File: config.mk
export PLATFORM = sky130hd
export DESIGN_NAME = dm_subword_access
export DESIGN_NICKNAME = d
export VERILOG_FILES = /design/src/rtl/dm_subword_access.sv
export SDC_FILE = /design/constraint.sdc
export NUM_CORES = 1
export LEC_CHECK = 0
export ABC_CLOCK_PERIOD_IN_PS = 3100
export BUFFER_PORTS_ARGS = -buffer_cell sky130_fd_sc_hd__buf_2
export CORE_MARGIN = 8
export CORE_UTILIZATION = 52
export DETAILED_ROUTE_END_ITERATION = 10
export PLACE_DENSITY = 0.89
export REMOVE_ABC_BUFFERS = 1
export SETUP_SLACK_MARGIN = 0.05
export SYNTH_ARGS = -nofsm -noshare
export SYNTH_HDL_FRONTEND = slang
export SYNTH_SLANG_ARGS = --single-unit
export TNS_END_PERCENT = 1
File: constraint.sdc
create_clock -name clk -period 3.1 [get_ports clk]
set_input_delay 0.155 -clock clk [delete_from_list [all_inputs] [get_ports clk]]
set_output_delay 0.155 -clock clk [all_outputs]
set_load 0.03 [all_outputs]
File: src/rtl/dm_subword_access.sv
// Byte/half/word load-store unit in front of a sync-read word RAM.
// Optional DM_MERGE_CACHE_EN: one-entry cache of the last written word.
module dm_subword_access #(
  parameter int ADDR_W = 10
) (
  input  logic              clk,
  input  logic              reset,
  input  logic              req_valid,
  output logic              req_ready,
  input  logic              req_we,
  input  logic [1:0]        req_size,
  input  logic              req_sext,
  input  logic [31:0]       req_addr,
  input  logic [31:0]       req_wdata,
  output logic              resp_valid,
  output logic              resp_err,
  output logic [31:0]       resp_rdata,
  output logic              mem_en,
  output logic              mem_we,
  output logic [ADDR_W-1:0] mem_addr,
  output logic [31:0]       mem_wdata,
  input  logic [31:0]       mem_rdata
);

  typedef enum logic [2:0] {
    IDLE, RD, MRG, WR, RESP
  } state_t;

  state_t      state;
  logic        we;
  logic        sext;
  logic [1:0]  size;
  logic [1:0]  off;
  logic [31:0] wdata;

  logic              reqErr;
  logic              reqWordSt;
  logic [ADDR_W-1:0] reqWord;
  logic              unusedBits;

`ifdef DM_MERGE_CACHE_EN
  logic              cacheValid;
  logic [ADDR_W-1:0] cacheAddr;
  logic [31:0]       cacheData;
  logic              cacheHit;
`endif

  assign req_ready  = (state == IDLE);
  assign reqWord    = req_addr[ADDR_W+1:2];
  assign unusedBits = ^req_addr[31:ADDR_W+2];
  assign reqWordSt  = req_we && (req_size == 2'b10);

  assign reqErr = (req_size == 2'b11)
               || ((req_size == 2'b01) && req_addr[0])
               || ((req_size == 2'b10) && (|req_addr[1:0]));

`ifdef DM_MERGE_CACHE_EN
  assign cacheHit = req_we && cacheValid
                 && (cacheAddr == reqWord);
`endif

  // half selects its lane from offset bit 1; byte from both bits
  function automatic logic [31:0] mergeWord(
    input logic [31:0] base,
    input logic [1:0]  o,
    input logic        isHalf,
    input logic [31:0] d
  );
    logic [31:0] r;
    r = base;
    if (!isHalf)
      r[{o, 3'b000} +: 8] = d[7:0];
    else if (o[1])
      r[31:16] = d[15:0];
    else
      r[15:0] = d[15:0];
    return r;
  endfunction

  function automatic logic [31:0] loadExt(
    input logic [31:0] w,
    input logic [1:0]  o,
    input logic [1:0]  sz,
    input logic        sx
  );
    logic [7:0]  b;
    logic [15:0] h;
    logic [31:0] r;
    b = w[{o, 3'b000} +: 8];
    h = o[1] ? w[31:16] : w[15:0];
    unique case (1'b1)
      (sz == 2'b00): r = {{24{sx & b[7]}}, b};
      (sz == 2'b01): r = {{16{sx & h[15]}}, h};
      default:       r = w;
    endcase
    return r;
  endfunction

  always_ff @(posedge clk or posedge reset) begin
    if (reset) begin
      state      <= IDLE;
      we         <= 1'b0;
      sext       <= 1'b0;
      size       <= 2'b00;
      off        <= 2'b00;
      wdata      <= '0;
      resp_valid <= 1'b0;
      resp_err   <= 1'b0;
      resp_rdata <= '0;
      mem_en     <= 1'b0;
      mem_we     <= 1'b0;
      mem_addr   <= '0;
      mem_wdata  <= '0;
`ifdef DM_MERGE_CACHE_EN
      cacheValid <= 1'b0;
      cacheAddr  <= '0;
      cacheData  <= '0;
`endif
    end else begin
      unique case (state)
        IDLE: begin
          if (req_valid) begin
            we         <= req_we;
            sext       <= req_sext;
            size       <= req_size;
            off        <= req_addr[1:0];
            wdata      <= req_wdata;
            resp_rdata <= '0;
            resp_err   <= 1'b0;
            if (reqErr) begin
              resp_err   <= 1'b1;
              resp_valid <= 1'b1;
              state      <= RESP;
            end else if (reqWordSt) begin
              mem_addr  <= reqWord;
              mem_en    <= 1'b1;
              mem_we    <= 1'b1;
              mem_wdata <= req_wdata;
              state     <= WR;
`ifdef DM_MERGE_CACHE_EN
            end else if (cacheHit) begin
              mem_addr  <= reqWord;
              mem_en    <= 1'b1;
              mem_we    <= 1'b1;
              mem_wdata <= mergeWord(cacheData,
                req_addr[1:0], req_size[0],
                req_wdata);
              state     <= WR;
`endif
            end else begin
              mem_addr <= reqWord;
              mem_en   <= 1'b1;
              mem_we   <= 1'b0;
              state    <= RD;
            end
          end
        end
        RD: begin
          mem_en <= 1'b0;
          state  <= MRG;
        end
        MRG: begin
          if (we) begin
            mem_en    <= 1'b1;
            mem_we    <= 1'b1;
            mem_wdata <= mergeWord(mem_rdata, off,
              size[0], wdata);
            state     <= WR;
          end else begin
            resp_rdata <= loadExt(mem_rdata, off,
              size, sext);
            resp_valid <= 1'b1;
            state      <= RESP;
          end
        end
        WR: begin
          mem_en     <= 1'b0;
          mem_we     <= 1'b0;
          resp_valid <= 1'b1;
          state      <= RESP;
`ifdef DM_MERGE_CACHE_EN
          cacheValid <= 1'b1;
          cacheAddr  <= mem_addr;
          cacheData  <= mem_wdata;
`endif
        end
        RESP: begin
          resp_valid <= 1'b0;
          resp_err   <= 1'b0;
          state      <= IDLE;
        end
        default: state <= IDLE;
      endcase
    end
  end

endmodule
==> summary.log <==
INFO  run_status     outcome=completed
INFO  timing         tightestPinTransition=1.22ns
INFO  timing         slew_headroom=18.5%
INFO  drt            totalWireLength=18,500um
INFO  pwr            p_per_cell_area=1200nW/um^2
INFO  placement      place.detailed.hpwl=13,000um
INFO  synthesis      netlist-cell-type-count=48
INFO  clock_network  cts_tree=done
INFO  critical_path  worst-endpoint-required=3.40ns
INFO  drt            route.detailed.wl_per_inst=22.9um
INFO  clock_network  clockRootBuffer=sky130_fd_sc_hd__clkbuf_16
INFO  timing         hold_viol=0
INFO  cells_and_area area_delta_synth_final=20.3%
INFO  synthesis      synthesis.yosys.warnings=0
INFO  grt            grt.overflow.total=0
INFO  die            overall_die_area=15,000um^2
INFO  hold_path      worst_hold_path.num_cells=2
INFO  critical_path  timing.setup.critical_path_class=reg2reg
INFO  drt            drt_iter0_markers=514
INFO  pwr            finalPower=8.47mW
INFO  timing         fin_setup_tns=0ns
INFO  die            x_dimension_of_the_die=122um
INFO  synthesis      synth_sequential_area_ratio=43.8%
INFO  cells_and_area filler_instances=885
INFO  synthesis      synthFlopType=sky130_fd_sc_hd__dfrtp_1
INFO  clock_network  tritoncts_num_sinks=103
INFO  grt            antenna_violations_before_repair=1
INFO  drt            num_vias=5,306
INFO  die            core_area=11,200um^2
INFO  critical_path  worst_setup_path_end_kind=register
INFO  drt            remaining_drc_errors=0
INFO  synthesis      netlist_instances=519
INFO  timing         finalWorstPathRequiredPeriod=2.66ns
INFO  placement      placement.io_buffers=161
INFO  cells_and_area layout.nets=768
INFO  timing         final_max_slew_viol_count=0
INFO  pwr            leakagePower=3.38nW
INFO  drt            vias_per_cell=6.56
INFO  die            design.portCount=182
INFO  synthesis      ys_async_sr_fraction=100%
INFO  placement      gpl.final_weighted_congestion=0.879
INFO  drt            firstDrtPassIters=7
INFO  clock_network  clk_transition_reported_paths=0.08ns
INFO  timing         maxClockFrequency=376MHz
INFO  flow_run       max_cap_violations=0
INFO  clock_network  worst_skew_pair.late_latency=0.36ns
INFO  clock_network  htree_levels=3
INFO  clock_network  hold_buffers=0
INFO  synthesis      synth.ff_latch_count=103
INFO  grt            grt_start_max_net_pins=92
INFO  cells_and_area final_cell_area=7070um^2
INFO  cells_and_area mostFrequentLayoutCells=sky130_fd_sc_hd__buf_2, sky130_fd_sc_hd__dfrtp_1, sky130_fd_sc_hd__mux2_2
INFO  synthesis      synth_edf_count=0
INFO  pwr            vdd_drop_max=0.000627V
INFO  clock_network  cts.repair.resized=0
INFO  clock_network  numCtsBuffers=9
INFO  critical_path  startpoint_type=register
INFO  timing         final_min_period_over_clock_period=85.8%
INFO  drt            postRouteAntennaNets=0
INFO  grt            grt_use_total=24.2%
INFO  critical_path  regToRegSetupSlack=0.44ns
INFO  synthesis      syn_area_per_cell=11.3um^2
INFO  critical_path  r2r.worst_path.cells=6
INFO  critical_path  worstPathArrival=2.96ns
INFO  die            fp-row-count=39
INFO  cells_and_area drive_above_1_share=40.9%
INFO  grt            grt_pass1_wl=28,200um
INFO  clock_network  cts_setup_buffers=0
INFO  placement      dpl_cell_area=6750um^2
INFO  clock_network  clock_path_buffers=2
INFO  synthesis      post_synth_instance_area=5880um^2
INFO  grt            via_count_of_the_first_global_routing_pass=5,390
INFO  cells_and_area most_common_library_cell_in_the_layout_ignoring_fill_and_taps=sky130_fd_sc_hd__buf_2
INFO  hold_path      hold_path.class=in2reg
INFO  die            die-height=122um
INFO  timing         timing.clock.skew=0.0135ns
INFO  timing         grt_setup_unrepaired=no
INFO  die            initial_utilization=52.4%
INFO  critical_path  path_max_fanout=13
INFO  timing         setup_violations=0
[cell usage after synthesis, drive strengths merged (3+ instances only)]
library cell / count / area (um^2)
a22oi: 4 / 30.0
dfrtp: 103 / 2580
o31ai: 7 / 52.6
buf: 25 / 166
a32oi: 8 / 70.1
ha: 5 / 62.6
o221ai: 8 / 70.1
nand2: 22 / 82.6
a21oi: 29 / 145
nor4bb: 3 / 30.0
a22o: 29 / 254
nor2: 7 / 26.3
nor3: 12 / 71.3
mux2: 66 / 743
mux2i: 42 / 433
a2bb2oi: 7 / 61.3
a21o: 3 / 22.5
clkbuf: 22 / 83.8
o2bb2ai: 8 / 70.1
a221o: 40 / 400
o21ai: 20 / 108
nor2b: 12 / 75.1
inv: 17 / 63.8
[final timing paths]
kind	start	endpoint
min in group asynchronous	reset	mem_addr[4]
worst max register to register	off[0]	mem_wdata[17]
max in group asynchronous	reset	mem_wdata[13]
worst min-delay path	req_sext	sext
worst max-delay path	off[0]	mem_wdata[17]
worst min register to register	resp_valid	resp_valid
[registers in the layout, summed over array words and instances, names as in the netlist]
signal	cells
resp_err	1
wdata	16
resp_rdata	32
we	1
state	3
resp_valid	1
mem_wdata	32
mem_we	1
mem_addr	10
size	2
off	2
mem_en	1
sext	1
[power breakdown]
group | switching, mW | internal [mW]
Sequential | 0.552 | 2.00
Combinational | 2.91 | 1.81
Clock | 0.549 | 0.660
Total | 4.01 | 4.46
[stage by stage]
stage                     instances  hold slack, ns  worst slack, ns  util [%]
after floorplan                 472           0.272           -0.591         -
after global placement          792           0.386            0.402      60.1
after detailed placement        792           0.390            0.171      60.1
after CTS                       808          0.0233            0.152      62.9
after global routing            809          0.0260            0.287      63.0
final                           809          0.0307            0.439      63.0
[kinds of logic (layout without fill, tap and decap cells)]
kind of cell	count (synthesis)	count (layout)	share of synthesized area (%)
mux	109	109	20.4
simple gates	68	68	6.58
other cells	0	1	0
buf+inv	64	210	5.34
flops	103	103	43.8
compound gates	170	170	22.8
fa+ha+maj	5	5	1.06
[cell type report]
| type | count | area [um^2] | area share (%) |
|---|---|---|---|
| multi-input cells | 352 | 3000 | 42.5 |
| clock buffers | 10 | 239 | 3.38 |
| flip-flops and latches | 103 | 2580 | 36.5 |
| clock inverters | 6 | 73.8 | 1.04 |
| well taps | 143 | 179 | 2.53 |
| inverters | 17 | 66.3 | 0.938 |
| diodes | 1 | 2.50 | 0.0354 |
| repair buffers | 177 | 926 | 13.1 |
[worst max-delay path: stages (launching register included)]
cell,delay (ns)
sky130_fd_sc_hd__dfrtp_1,0.48
sky130_fd_sc_hd__inv_1,0.28
sky130_fd_sc_hd__ha_1,0.39
sky130_fd_sc_hd__nor4bb_2,0.79
sky130_fd_sc_hd__a32oi_1,0.23
sky130_fd_sc_hd__o221ai_1,0.23
sky130_fd_sc_hd__mux2_2,0.19
[metal layers]
metal | GRT usage [%] | vias to the layer above | wire length [um]
met3 | 5.84 | 58 | 1780
met2 | 40.3 | 314 | 8970
met1 | 29.0 | 2638 | 7100
met5 | 0 | - | 0
met4 | 11.8 | 0 | 677
li1 | - | 2296 | -
Power figures use the tool's default switching activity.
